## src/rtl/map_pkg.sv

```systemverilog
// Shared register addresses and switch-state encoding for the mapper select controller.
package map_pkg;

    localparam logic [3:0] REG_MAPPER = 4'd0;
    localparam logic [3:0] REG_LOADER = 4'd1;

    typedef enum logic [2:0] {
        ST_IDLE   = 3'd0,
        ST_ARMED  = 3'd1,
        ST_MATCH  = 3'd2,
        ST_SWITCH = 3'd3,
        ST_HOLD   = 3'd4
    } sw_state_t;

endpackage

```

## src/rtl/sync_edge.sv

```systemverilog
// Three-flop synchroniser for an asynchronous level, with one-clk rise and fall strobes.
module sync_edge (
    input  logic clk,
    input  logic reset,
    input  logic din,
    output logic rise,
    output logic fall
);

    logic [2:0] sync_q;
    logic [2:0] sync_d;

    // Shift the asynchronous input through the synchroniser chain.
    always_comb begin
        sync_d = {sync_q[1:0], din};
    end

    // Synchroniser flops.
    always_ff @(posedge clk) begin
        if (reset) begin
            sync_q <= 3'b000;
        end else begin
            sync_q <= sync_d;
        end
    end

    assign rise = (sync_q[2:1] == 2'b01);
    assign fall = (sync_q[2:1] == 2'b10);

endmodule

```

## src/rtl/map_switch.sv

```systemverilog
// Mapper selection controller: arms a pending slot from host writes and switches on the CPU launch signature.
module map_switch
    import map_pkg::*;
#(
    parameter int          MAP_CNT        = 32,
    parameter int          ADDR_BITS      = 23,
    parameter int          ARG_BITS       = 2,
    parameter logic [15:0] TRIG_ADDR      = 16'hFFFC,
    parameter logic [7:0]  TRIG_LO        = 8'hFC,
    parameter logic [7:0]  TRIG_HI        = 8'hFF,
    parameter int          HOLD_M2        = 4,
    parameter int          IDLE_CLKS      = 1024,
    parameter bit          REVERT_ON_IDLE = 1'b1,
    localparam int         SEL_BITS       = $clog2(MAP_CNT)
) (
    input  logic                 clk,
    input  logic                 reset,
    input  logic                 m2,
    input  logic [15:0]          cpu_addr,
    input  logic [7:0]           cpu_data,
    input  logic                 cpu_rw,
    input  logic [31:0]          wr_reg,
    input  logic [3:0]           wr_reg_addr,
    input  logic                 wr_reg_changed,
    output logic [SEL_BITS-1:0]  select,
    output logic [MAP_CNT-1:0]   map_reset,
    output logic [ARG_BITS-1:0]  map_args,
    output logic [ADDR_BITS-1:0] prg_mask,
    output logic [ADDR_BITS-1:0] chr_base,
    output logic                 loader_buffer_num,
    output logic                 loader_prelaunch,
    output logic                 armed,
    output logic                 cpu_idle
);

    localparam int CHR_BITS = 5;
    localparam int FIELD_W  = ARG_BITS + CHR_BITS + SEL_BITS;
    localparam int IDLE_W   = $clog2(IDLE_CLKS + 1);
    localparam int HOLD_W   = $clog2(HOLD_M2 + 1);
    localparam logic [MAP_CNT-1:0] LOADER_ONLY = {{(MAP_CNT-1){1'b1}}, 1'b0};

    logic m2_fall_s, m2_rise_unused, wr_rise_s, wr_fall_s, wr_edge_s;

    sync_edge u_sync_m2 (.clk(clk), .reset(reset), .din(m2),
                         .rise(m2_rise_unused), .fall(m2_fall_s));
    sync_edge u_sync_wr (.clk(clk), .reset(reset), .din(wr_reg_changed),
                         .rise(wr_rise_s), .fall(wr_fall_s));
    assign wr_edge_s = wr_rise_s | wr_fall_s;

    sw_state_t             state_q, state_d;
    logic [SEL_BITS-1:0]   select_q, select_d, pending_q, pending_d;
    logic [MAP_CNT-1:0]    map_reset_q, map_reset_d;
    logic [ARG_BITS-1:0]   map_args_q, map_args_d;
    logic [CHR_BITS-1:0]   chr_off_q, chr_off_d;
    logic [HOLD_W-1:0]     hold_q, hold_d;
    logic [IDLE_W-1:0]     idle_cnt_q, idle_cnt_d;
    logic                  buffer_num_q, buffer_num_d, prelaunch_q, prelaunch_d;
    logic                  cpu_idle_q, cpu_idle_d;
    logic                  revert_s, trig_lo_s, pend_ok_s, wr_reg_unused;
    logic [SEL_BITS-1:0]   wr_pending_s;
    logic [31:0]           one_shl_s;

    assign wr_reg_unused = ^wr_reg[31:FIELD_W];
    assign wr_pending_s  = wr_reg[SEL_BITS-1:0];
    // Non-power-of-two slot counts leave encodings with no mapper behind them.
    assign pend_ok_s     = (32'(wr_pending_s) < 32'(MAP_CNT));
    assign trig_lo_s     = m2_fall_s && cpu_rw && (cpu_addr == TRIG_ADDR) && (cpu_data == TRIG_LO);

    // Next-state logic: idle watchdog, launch FSM, then host writes (revert overrides writes).
    always_comb begin
        state_d      = state_q;
        select_d     = select_q;
        pending_d    = pending_q;
        map_reset_d  = map_reset_q;
        map_args_d   = map_args_q;
        chr_off_d    = chr_off_q;
        hold_d       = hold_q;
        buffer_num_d = buffer_num_q;
        prelaunch_d  = 1'b0;

        if (m2_fall_s) begin
            idle_cnt_d = '0;
        end else if (idle_cnt_q != IDLE_W'(IDLE_CLKS)) begin
            idle_cnt_d = idle_cnt_q + IDLE_W'(1);
        end else begin
            idle_cnt_d = idle_cnt_q;
        end
        cpu_idle_d = (idle_cnt_d == IDLE_W'(IDLE_CLKS));
        revert_s   = REVERT_ON_IDLE && cpu_idle_d && !cpu_idle_q;

        case (state_q)
            ST_IDLE: begin
                state_d = ST_IDLE;
            end
            ST_ARMED: begin
                if (trig_lo_s) begin
                    state_d = ST_MATCH;
                end else begin
                    state_d = ST_ARMED;
                end
            end
            ST_MATCH: begin
                if (m2_fall_s && cpu_rw) begin
                    state_d = (cpu_data == TRIG_HI) ? ST_SWITCH : ST_ARMED;
                end else begin
                    state_d = ST_MATCH;
                end
            end
            ST_SWITCH: begin
                select_d    = pending_q;
                map_reset_d = '1;
                hold_d      = HOLD_W'(HOLD_M2);
                state_d     = ST_HOLD;
            end
            ST_HOLD: begin
                if (m2_fall_s && (hold_q <= HOLD_W'(1))) begin
                    map_reset_d = ~(MAP_CNT'(1) << select_q);
                    hold_d      = '0;
                    state_d     = ST_IDLE;
                end else if (m2_fall_s) begin
                    hold_d = hold_q - HOLD_W'(1);
                end else begin
                    hold_d = hold_q;
                end
            end
            default: begin
                state_d = ST_IDLE;
            end
        endcase

        if (revert_s) begin
            select_d    = '0;
            map_args_d  = '0;
            chr_off_d   = '0;
            map_reset_d = LOADER_ONLY;
            hold_d      = '0;
            state_d     = ST_IDLE;
        end else if (wr_edge_s && (wr_reg_addr == REG_MAPPER)) begin
            {map_args_d, chr_off_d, pending_d} = wr_reg[FIELD_W-1:0];
            // A write during an in-flight switch lets the hold finish rather than strand resets.
            if ((state_q != ST_SWITCH) && (state_q != ST_HOLD)) begin
                state_d = pend_ok_s ? ST_ARMED : ST_IDLE;
            end else begin
                state_d = state_d;
            end
        end else if (wr_edge_s && (wr_reg_addr == REG_LOADER)) begin
            buffer_num_d = wr_reg[0];
            prelaunch_d  = wr_reg[1];
        end else begin
            pending_d = pending_q;
        end
    end

    // State and output registers.
    always_ff @(posedge clk) begin
        if (reset) begin
            state_q      <= ST_IDLE;
            select_q     <= '0;
            pending_q    <= '0;
            map_reset_q  <= LOADER_ONLY;
            map_args_q   <= '0;
            chr_off_q    <= '0;
            hold_q       <= '0;
            idle_cnt_q   <= '0;
            buffer_num_q <= 1'b0;
            prelaunch_q  <= 1'b0;
            cpu_idle_q   <= 1'b1;
        end else begin
            state_q      <= state_d;
            select_q     <= select_d;
            pending_q    <= pending_d;
            map_reset_q  <= map_reset_d;
            map_args_q   <= map_args_d;
            chr_off_q    <= chr_off_d;
            hold_q       <= hold_d;
            idle_cnt_q   <= idle_cnt_d;
            buffer_num_q <= buffer_num_d;
            prelaunch_q  <= prelaunch_d;
            cpu_idle_q   <= cpu_idle_d;
        end
    end

    assign one_shl_s = 32'd1 << chr_off_q;
    assign prg_mask  = (chr_off_q == '0) ? {ADDR_BITS{1'b1}} : ADDR_BITS'(one_shl_s - 32'd1);
    assign chr_base  = (chr_off_q == '0) ? {ADDR_BITS{1'b0}} : ADDR_BITS'(one_shl_s);

    assign select            = select_q;
    assign map_reset         = map_reset_q;
    assign map_args          = map_args_q;
    assign loader_buffer_num = buffer_num_q;
    assign loader_prelaunch  = prelaunch_q;
    assign armed             = (state_q == ST_ARMED) || (state_q == ST_MATCH);
    assign cpu_idle          = cpu_idle_q;

endmodule

```

## config.mk

```make
export PLATFORM = sky130hd
export DESIGN_NAME = map_switch
export DESIGN_NICKNAME = d
export VERILOG_FILES = /design/src/rtl/map_pkg.sv /design/src/rtl/sync_edge.sv /design/src/rtl/map_switch.sv
export SDC_FILE = /design/constraint.sdc
export NUM_CORES = 1
export LEC_CHECK = 0
export ABC_CLOCK_PERIOD_IN_PS = 2560
export BUFFER_PORTS_ARGS = -buffer_cell sky130_fd_sc_hd__buf_2
export CORE_MARGIN = 2
export CORE_UTILIZATION = 51
export CTS_CLUSTER_SIZE = 8
export DETAILED_ROUTE_END_ITERATION = 7
export PLACE_DENSITY = 0.8
export SKIP_LAST_GASP = 1
export SLEW_MARGIN = 10
export SYNTH_ARGS = -nofsm -noshare
export SYNTH_HDL_FRONTEND = slang
export SYNTH_SLANG_ARGS = --single-unit
```

## constraint.sdc

```tcl
create_clock -name clk -period 2.56 [get_ports clk]
set_clock_uncertainty 0.05 [all_clocks]
set_input_delay 0.128 -clock clk [delete_from_list [all_inputs] [get_ports clk]]
set_output_delay 0.128 -clock clk [all_outputs]
set_load 0.1 [all_outputs]
```

After elaboration in Yosys (flattened, before gate mapping)
Cells that the tools add are included.
Widths: inputs -> output; s select.
{ "totals": {"reg_bits": 75, "inputBits": 65, "out_inout_bits": 89, "word_cells": 76} }
{ "op_classes": {"addsub": 3, "n_lt_le_gt_ge": 1, "eq_ne": 17, "shift": 2, "muxes": 16, "bitwise_logic": 5, "n_reduce_logical": 19} }
{ "ops": {"columns": ["operator", "n"], "rows": [
  ["$pmux 32 s2", 1],
  ["$mux 23", 2],
  ["$mux 32", 1],
  ["$not 32->32", 1],
  ["$shl 1x5->32 const A", 1],
  ["$shl 1x5->23 const A", 1],
  ["$sub 23x1->23 const B", 1],
  ["$mux 11", 2],
  ["$eq 16x16->1 const B", 1],
  ["$eq 8x8->1 const B", 2],
  ["$mux 3", 5],
  ["$pmux 3 s4", 1],
  ["$add 11x1->11 const B", 1],
  ["$eq 11x11->1 const B", 1],
  ["$ne 11x11->1 const B", 1],
  ["$logic_and 1x1->1", 8],
  ["$eq 3x2->1 const B", 2],
  ["$mux 2", 3],
  ["$ne 3x3->1 const B", 2],
  ["$pmux 3 s2", 1],
  ["$reduce_and 2->1", 3],
  ["$logic_not 5->1", 1],
  ["$eq 2x2->1 const B", 2],
  ["$eq 4x1->1 const B", 1],
  ["16 further kinds", 18]
]} }

Logic depth before layout (Yosys ltp)
Gate-level depths: netlist (run 1).
{ "logic_depth": {"depth_word": 8, "depth_mapped": 10, "depth_no_buf": 9} }

By module
Synthesis (run 1) repeated with hierarchy kept, for this count alone.
{ "unflattened": {"hier_cells": 550, "area_unflattened_um2": 3992.6} }
{ "by_module_without_submodules": {"columns": ["module", "n_inst", "cells_per_inst", "area_each_um2"], "rows": [
  ["map_switch", 1, 534, 3809.9],
  ["sync_edge", 2, 8, 91.3]
]} }

Least setup slack after synthesis (run 1)
Ideal clock, no wire load.
{ "synth_path": {"path_type": "reg2out", "start": "reg chr_off_q[1]", "end": "out prg_mask[16]", "arrival_ps": 4019, "t_required_ps": 2382, "setup_slack_ps": -1637, "stages_incl_launch_ff": 9, "path_cell_list": "dfxtp_1 -> clkbuf_1 -> nor3_1 -> nand2_1 -> ha_1 -> clkbuf_1 -> nand2_1 -> nor2_1 -> a221oi_1"} }
{ "synth_via": {"elab_chain_len": 3, "word_cells_on_any_way": 4, "classes_between": "add/sub (1); shift (1); mux (1); reduce/logical (1)"} }
{ "synth_rtl": {"columns": ["element", "line", "text"], "rows": [
  ["start, declared", "map_switch.sv:54", "logic [CHR_BITS-1:0] chr_off_q, chr_off_d;"],
  ["start signal, assigned", "map_switch.sv:174", "chr_off_q <= chr_off_d;"],
  ["$shl 1x5->23", "map_switch.sv:183", "assign one_shl_s = 32'd1 << chr_off_q;"],
  ["$sub 23x1->23", "map_switch.sv:184", "assign prg_mask = (chr_off_q == '0) ? {ADDR_BITS{1'b1}} : ADDR_BITS'(one_shl_s - 32'd1);"],
  ["$mux 23 (*)", "map_switch.sv:184", null],
  ["end, declared", "map_switch.sv:28", "output logic [ADDR_BITS-1:0] prg_mask,"]
]} }
Every way passes the cells marked *; elsewhere a longest branch is shown, timed or not.

Worst setup path in the final report (run 1)
{ "layout_path": {"start": "reg chr_off_q[2]", "end": "out prg_mask[12]"} }
The elaborated chain is that of the path after synthesis.

==> results of run 1 <==
[layer usage]
| layer | routed length, µm | share of wire, % | track usage (%) |
|---|---|---|---|
| met5 | 0 | 0 | 0 |
| met4 | 128 | 0.96 | 8.43 |
| met3 | 929 | 6.9 | 5.36 |
| met2 | 6530 | 49 | 43.7 |
| met1 | 5790 | 43 | 33.7 |
[worst max-delay path: stages, from the launching register on]
cell and delay (ps):
dfxtp_1 350, nor2_2 150, nand2_1 90, or2_2 320, ha_4 220, nor2b_4 130
a21oi_1 70, nor3_1 150, a21oi_1 100, o22ai_4 160, buf_12 190
[per-stage QoR]
step           utilization, %  TNS (ps)  worst slack (ps)  cells
6_report                 69.9         0              83.1    860
5_1_grt                  69.9     -28.2             -19.4    860
4_1_cts                  69.2         0              6.90    856
3_5_place_dp             66.5         0              47.7    838
3_3_place_gp             66.5         0               126    838
2_1_floorplan               -     -2310              -460    621
[power by group through the flow]
stage / clock, W / combinational, W / sequential [W]
floorplan: 0 / 0.000193 / 0.00122
global placement: 0 / 0.000288 / 0.00121
detailed placement: 0 / 0.000294 / 0.00122
CTS: 0.000977 / 0.000297 / 0.00119
global route: 0.00103 / 0.000321 / 0.00119
finish: 0.000975 / 0.000304 / 0.00119
[worst paths after layout]
| kind | start | slack (ps) | depth (start not counted) | to |
|---|---|---|---|---|
| setup / recovery | chr_off_q[2] | 80 | 10 | prg_mask[12] |
| hold / removal | wr_reg[8] | 70 | 4 | chr_off_q[3] |
| setup reg to reg | idle_cnt_q[2] | 140 | 8 | pending_q[2] |
| hold reg to reg | u_sync_m2.sync_q[0] | 400 | 1 | u_sync_m2.sync_q[1] |
[placed cells by master, fill, tap and decap left out, drive strengths merged, types with 2 or more instances in the layout]
master       synthesis  routed
o21a                22      22
nor3b                5       5
or3b                 2       2
buf                 17     172
clkbuf              42      10
nor2                89      89
nand3b               4       4
nand3               51      51
xor2                 5       5
o22ai                5       5
nor4                 6       6
mux2i                8       8
ha                   5       5
nand2               55      55
or3                  2       2
o21ai               47      47
mux2                37      37
and2                 3       3
nand4                8       8
nor4b                2       2
a21oi               41      41
inv                 13      15
conb                 2       2
nand2b               8       8
nor3                11      11
nor2b               14      14
dlygate4sd3          0       2
clkinvlp             0       2
xnor2                8       8
dfxtp               75      75
a221oi               3       3
a31oi                5       5
or2                  3       3
[layout make-up]
type	count	area share, %
flip-flops and latches	75	24.4
repair buffers	174	19.3
clock inverters	6	1.16
multi-input cells	474	49.9
clock buffers	10	2.24
well taps	108	2.19
inverters	13	0.793
[flip-flops by register name (all words and copies together) (netlist names)]
register           count
map_args               2
loader_buffer_num      1
chr_off_q              5
loader_prelaunch       1
cpu_idle               1
state_q                3
map_reset             32
hold_q                 3
pending_q              5
idle_cnt_q            11
u_sync_m2.sync_q       3
select                 5
u_sync_wr.sync_q       3
[synthesized netlist by cell type (all sizes together) (2+ instances only)]
cell,instances,share of area [%]
ha,5,1.3
clkbuf,42,3.4
nor2b,14,1.9
nor3,11,1.2
nor4,6,1.1
mux2i,8,1.7
a31oi,5,0.67
buf,17,2.5
xnor2,8,1.5
nand4,8,1.1
conb,2,0.16
nand3b,4,0.64
mux2,37,9.4
inv,13,1.0
dfxtp,75,32
or3b,2,0.37
xor2,5,0.93
nor2,89,7.1
o22ai,5,0.67
or2,3,0.40
o21ai,47,5.0
a21oi,41,4.4
or3,2,0.27
and2,3,0.40
nand2,55,4.4
nand3,51,5.4
nor4b,2,0.51
nor3b,5,0.80
o21a,22,3.5
nand2b,8,1.1
a221oi,3,0.56
[timing repair]
action                                  in CTS  in global routing
hold buffers                                 2                  0
pin swaps                                    0                  2
resized for setup                            2                  8
endpoints found under the setup margin       7                 50
hold endpoints to repair                     2                  0
setup buffers                                0                  4
[logic make-up (layout without fill, tap and decap cells)]
group                      Yosys count  count (layout)
muxes                               45              45
DFF                                 75              75
AOI/OAI and AO/OA                  140             140
buffers and inverters               72             203
and+or+nand+nor                    269             269
other                                2               2
xor gates and xnor gates            13              13
adders and majority gates            5               5
==> reports/qor.csv, run 1 <==
metric,value,unit
outcome,"complete, no violations",
CP endpoint kind,output port,
Compound-Gate Fraction of Synth Area,18.1,%
first-pass GRT wire length,21200,µm
clock network fraction of total power,39.5,%
Pleak,2.40,nW
H-tree Lvls,3,
Synth Cell Area,4690,µm²
vias per inst,5.84,
Synth async-reset ratio,0,%
Synth Area in Simple Gates,27.9,%
Switching Fraction,28.6,%
Synth Instances,621,
Initial Util,53.2,%
WP data required,2380,ps
Pre-antenna DRT Iters,5,
Final Hold Viols,0,
Core Area,8810,µm²
syn avg cell area,7.55,µm²
Die Wd,99.9,µm
Max-slew headroom,55.5,%
part of the power in registers,48.2,%
CP max FO,8,
Clock Latency Late Sink,370,ps
layout cells sized above 1,34.4,%
Post-synth EDFFs,0,
grt ovf,0,
drt first-iter violations,275,
CTS Buf Count,9,
Tmin final,2480,ps
endpoints failing setup,0,
Routed Wire Length,13400,µm
combinational share of power,12.3,%
slew of the pin with the lowest slew margin,665,ps
Final Instance Area,6160,µm²
largest net degree at the start of global routing,52,
Final ANT Viol Nets,0,
Hold Path Class,input pin to register,
Critical Path AT,2300,ps
Register Area,1500,µm²
Die Span Y,99.9,µm
worst vdd ir,0.250,mV
main combinational cell family by area after synthesis,simple AND/OR/NAND/NOR gates,
CTS tree,done,
XOR/XNOR Fraction of Synth Area,2.43,%
NumNets Final,817,
Mapped Nets,691,
CP Launch Type,register,
IO Pins,154,
Synth warnings,0,
Area Overhead vs Synth,31.4,%
Final Wtd Congestion,0.906,
Num Clock Sinks,75,
via count,5020,
# DRC,0,
Slew Limit Fails,0,
Max Cap Viol,0,
clock buffer depth,2,
most common flop cell mapped by yosys,dfxtp_1,
post-synthesis mux area share,11.1,%
fraction of the mapped netlist area in adder cells,1.34,%
power density cells,401,nW/µm²
P_int,0.00176,W
wire length per cell,15.6,µm
GRT Util Overall,26.0,%
Final period util,96.8,%
Ant. Diodes,0,
CTS root buffer,clkbuf_8,
Total Power,0.00247,W
num rows,34,
Die Area,9970,µm²
library cells used by synthesis,64,
DP Wirelength,9530,µm
clk slew on worst S/H paths,90,ps
"Seq/Total Area, Yosys",32.0,%
vias in the first global route,4581,
critical path class,register to output port,
filler instances,686,
worst hold slack,70.8,ps
area occupied by multi-input gates,3070,µm²
number of antenna violations at the first check in global routing,0,
Fmax,0.404,GHz
Area after DPL,5860,µm²
NetSw,0.000706,W
IO buf count,131,
Seq cells post-synth,75,
No activity file was read; power rests on OpenSTA's default activity.
==> inputs of run 2 (changes only) <==
- CORE_UTILIZATION: 51 -> 53
- CTS_BUF_LIST: not set -> sky130_fd_sc_hd__clkbuf_4 sky130_fd_sc_hd__clkbuf_8
- PLACE_DENSITY: 0.8 -> 0.83
- SETUP_SLACK_MARGIN: not set -> 0.15
==> run 2 against run 1 <==
- maximum frequency grew 1.9%
- core utilization grew 1.9 points
- non-clock buffer count shrank 10
- register-to-register slack gained 60 ps
- count of clock-buffer cells in the layout is the same
- sequential share of layout area is essentially flat
- sequential power is essentially flat
- global-route usage grew 1.7 points
- die area shrank 3.6%
- highest routed layer unchanged
==> reports/qor.csv, run 2 (synthesis results as in run 1) <==
metric,value,unit
Final period util,95.0,%
vias per inst,5.79,
power density cells,397,nW/µm²
filler instances,681,
CTS root buffer,clkbuf_8,
layout cells sized above 1,37.5,%
CP endpoint kind,output port,
"commonest non-fill, non-tap cells in the layout","120 x buf_2, 77 x nor2_1, 66 x dfxtp_1, 51 x nand3_1, 50 x nand2_1",
CTS tree,done,
RSZ-0062 raised after global routing,true,
met1 Use GR,35.4,%
clock buffer depth,2,
Total Power,0.00246,W
Max Cap Viol,0,
worst vdd ir,0.404,mV
Hold Path Class,input pin to register,
Post-Place Worst Slack,166,ps
Die Span Y,98.0,µm
slew of the pin with the lowest slew margin,743,ps
Area Overhead vs Synth,32.3,%
worst hold slack,47.5,ps
Core Area,8640,µm²
NumNets Final,807,
crit-path leading delay family,simple AND/OR/NAND/NOR gates,
clk slew on worst S/H paths,80,ps
Fmax,0.411,GHz
"leading cell type in the layout, fill and taps excluded",buf_2,
IO Pins,154,
Routed Wire Length,13500,µm
IO buf count,131,
Final Hold Viols,0,
Initial Util,54.3,%
via count,4922,
WP data required,2380,ps
Final TNS setup,0,ps
Critical Path AT,2250,ps
number of antenna violations at the first check in global routing,0,
largest net degree at the start of global routing,41,
Tmin final,2430,ps
vias in the first global route,4726,
critical path class,register to output port,
Pleak,2.38,nW
Final ANT Viol Nets,0,
GRT Util Overall,27.8,%
Clock Latency Late Sink,370,ps
H-tree Lvls,3,
CTS Buf Count,9,
endpoints failing setup,0,
slowest CP cell,dfxtp_4,
num rows,34,
CP cell instances,nor2_4 > nand2_4 > or2_4 > ha_4 > nor2b_4 > a21oi_2 > o22ai_2 > nand2_2 > o21ai_4 > buf_12,
grt ovf,0,
CP max FO,7,
Ant. Diodes,0,
Bufs and invs on worst path,1,
Pre-antenna DRT Iters,5,
CP Launch Type,register,
met3 usage,6.16,%
CP peak stage delay,370,ps
Num Clock Sinks,75,
wire length per cell,15.9,µm
first-pass GRT wire length,22400,µm
Max-slew headroom,50.0,%
drt first-iter violations,218,
M2 GR Usage,46.5,%
setup ws final,128,ps
DP Wirelength,9270,µm
# DRC,0,
Slew Limit Fails,0,
Largest register FFs,32,
Die Area,9610,µm²
outcome,"complete, no violations",
Die Wd,98.0,µm
Final Wtd Congestion,0.858,
gr busiest metal,met2,
[run 2: cell type report]
type / count / area [µm²] / area share, %
multi-input cells: 474 / 3170 / 51.1
flip-flops and latches: 75 / 1520 / 24.4
repair buffers: 164 / 1120 / 18.1
clock buffers: 10 / 138 / 2.22
well taps: 108 / 135 / 2.18
clock inverters: 6 / 71.3 / 1.15
inverters: 13 / 48.8 / 0.787
[run 2: path summary, 6_finish.rpt]
check                            from                  end  slack, ps  depth (start not counted)
setup / recovery         chr_off_q[2]         prg_mask[20]        130                         10
hold / removal             wr_reg[11]          map_args[1]         50                          4
setup reg to reg        idle_cnt_q[2]            hold_q[1]        200                          7
hold reg to reg   u_sync_wr.sync_q[0]  u_sync_wr.sync_q[1]        390                          1
[run 2: through the flow]
stage                     instances  util, %  instance area, µm²
after detailed placement        826     67.4                5820
after global placement          826     67.4                5820
after CTS                       848     70.9                6120
after global routing            850     71.8                6200
final                           850     71.8                6200
after floorplan                 621        -                4900
[run 2: worst min-delay path: stages]
cell and delay (ps):
buf_2 100, nand3_1 50, a21oi_1 60, o21a_1 90
[run 2: what timing repair did]
| item | CTS | global route |
|---|---|---|
| buffers inserted | 3 | 2 |
| pin swaps | 0 | 14 |
| endpoints found under the setup margin | 11 | 55 |
| endpoints found under the hold margin | 2 | 0 |
| hold buffers | 2 | 0 |
| resized for setup | 10 | 21 |
| cloned | 1 | 0 |
[run 2: power breakdown]
group / switching [W] / internal (W)
registers: 0.0000157 / 0.00118
logic: 0.000200 / 0.000100
clock network: 0.000484 / 0.000485
total: 0.000700 / 0.00176
[run 2: per-layer routing]
| layer | wire length (µm) | share of wire, % |
|---|---|---|
| met3 | 979 | 7.3 |
| met4 | 313 | 2.3 |
| met5 | 0 | 0 |
| met1 | 5690 | 42 |
| met2 | 6500 | 48 |
==> inputs of run 3 (changes only) <==
- HOLD_SLACK_MARGIN: not set -> 0.03
- MAX_ROUTING_LAYER: not set -> met4
==> run 3 against run 2 <==
- core utilization is 0.72 points higher
- maximum frequency is 0.15% lower
- count of clock-buffer cells in the layout is 1 lower
- sequential power hardly changed
- non-clock buffer count is 1 higher
- die area stayed put
- via count is 0.24% higher
- combinational power hardly changed
- worst hold slack better by 22 ps
- cell count is 0.12% higher
- global-route usage is 0.085 points higher
==> reports/qor.csv, run 3 (synthesis results as in run 1) <==
metric,value,unit
# DRC,0,
Final ANT Viol Nets,0,
Clock Latency Late Sink,350,ps
NumNets Final,808,
worst vdd ir,0.399,mV
Switching Fraction,27.1,%
part of the power in registers,47.3,%
slowest CP cell,dfxtp_4,
RSZ-0062 raised after global routing,true,
Slew Limit Fails,0,
layout cells sized above 1,37.8,%
Finished Core Util,72.5,%
Largest register FFs,32,
CP peak stage delay,370,ps
clock network fraction of total power,40.6,%
first-pass GRT wire length,21900,µm
Die Span Y,98.0,µm
endpoints failing setup,0,
Area Overhead vs Synth,33.6,%
GRT Util Overall,27.9,%
WP data required,2380,ps
Max-slew headroom,52.0,%
Pre-antenna DRT Iters,5,
clock buffer depth,2,
outcome,"complete, no violations",
Final period util,95.1,%
CTS tree,done,
Ant. Diodes,0,
num rows,34,
DP Wirelength,8990,µm
Num Clock Sinks,75,
Pleak,2.39,nW
CTS Buf Count,9,
combinational share of power,12.1,%
CP Launch Type,register,
vias in the first global route,4596,
grt ovf,0,
slew of the pin with the lowest slew margin,721,ps
Total Power,0.00251,W
CP max FO,8,
crit-path leading delay family,simple AND/OR/NAND/NOR gates,
CTS root buffer,clkbuf_8,
drt first-iter violations,273,
Max Cap Viol,0,
Fmax,0.411,GHz
clk slew on worst S/H paths,80,ps
vias per inst,5.80,
Initial Util,54.3,%
CP cell instances,nor2_4 > nand2_4 > or2_4 > ha_4 > nor2b_4 > a21oi_1 > nor3_2 > a21oi_2 > o22ai_4 > buf_12,
Routed Wire Length,13500,µm
P_int,0.00183,W
wire length per cell,15.9,µm
largest net degree at the start of global routing,52,
Core Area,8640,µm²
critical path class,register to output port,
Hold Path Class,input pin to register,
H-tree Lvls,3,
Post-Place Worst Slack,-106,ps
Bufs and invs on worst path,1,
Tmin final,2440,ps
CP endpoint kind,output port,
number of antenna violations at the first check in global routing,0,
setup ws final,125,ps
NetSw,0.000681,W
Die Wd,98.0,µm
IO buf count,131,
Critical Path AT,2260,ps
"leading cell type in the layout, fill and taps excluded",buf_2,
"commonest non-fill, non-tap cells in the layout","121 x buf_2, 77 x nor2_1, 64 x dfxtp_1, 52 x nand2_1, 50 x nand3_1",
via count,4934,
Die Area,9610,µm²
IO Pins,154,
power density cells,401,nW/µm²
Final Hold Viols,0,
Final Wtd Congestion,0.886,
==> run 3: what timing repair did <==
item	CTS	global route
endpoints found under the hold margin	2	0
setup buffers	1	9
pin swaps	1	10
hold buffers	2	0
resized for setup	10	27
setup endpoints to repair	66	53
gates cloned	1	1
==> run 3: metrics by stage <==
step | cells | hold WS, ps | TNS, ps | instance area, µm²
2_1_floorplan | 621 | 206 | -2320 | 4900
3_3_place_gp | 821 | 299 | 0 | 5770
3_5_place_dp | 821 | 297 | -618 | 5770
4_1_cts | 841 | 61.0 | 0 | 6080
5_1_grt | 851 | 92.4 | 0 | 6260
6_report | 851 | 69.1 | 0 | 6260
==> run 3: power groups by stage <==
stage / logic (W) / clock network [W] / registers, W
final: 0.000303 / 0.00102 / 0.00119
after global routing: 0.000322 / 0.00108 / 0.00119
after CTS: 0.000292 / 0.00103 / 0.00119
after detailed placement: 0.000287 / 0 / 0.00122
after global placement: 0.000282 / 0 / 0.00121
after floorplan: 0.000196 / 0 / 0.00122
==> run 3: final cells by class <==
cell class | count | area, µm²
Tap cell | 108 | 135
Inverter | 13 | 48.8
Fill cell | 677 | 2370
Timing Repair Buffer | 165 | 1140
Multi-Input combinational cell | 474 | 3190
Sequential cell | 75 | 1530
Clock buffer | 9 | 124
Clock inverter | 7 | 101
==> run 3: final timing paths <==
kind | startpoint | to | slack [ps] | cells past startpoint
max | chr_off_q[2] | prg_mask[12] | 120 | 10
min | wr_reg[11] | map_args[1] | 70 | 4
max reg2reg | idle_cnt_q[2] | pending_q[3] | 170 | 6
min reg2reg | u_sync_wr.sync_q[0] | u_sync_wr.sync_q[1] | 400 | 1
==> run 3: tightest hold or removal path: stages <==
cell	delay [ps]
buf_2	100
nand3_1	50
a21oi_1	60
o21a_1	90
==> run 3: per-layer routing <==
layer / vias up / routed length, µm / share of wire, % / track usage, %
li1: 2392 / - / - / -
met4: 0 / 254 / 1.9 / 8.23
met5: - / 0 / 0 / -
met3: 21 / 1180 / 8.7 / 5.30
met1: 2259 / 5590 / 41 / 36.5
met2: 262 / 6480 / 48 / 43.9
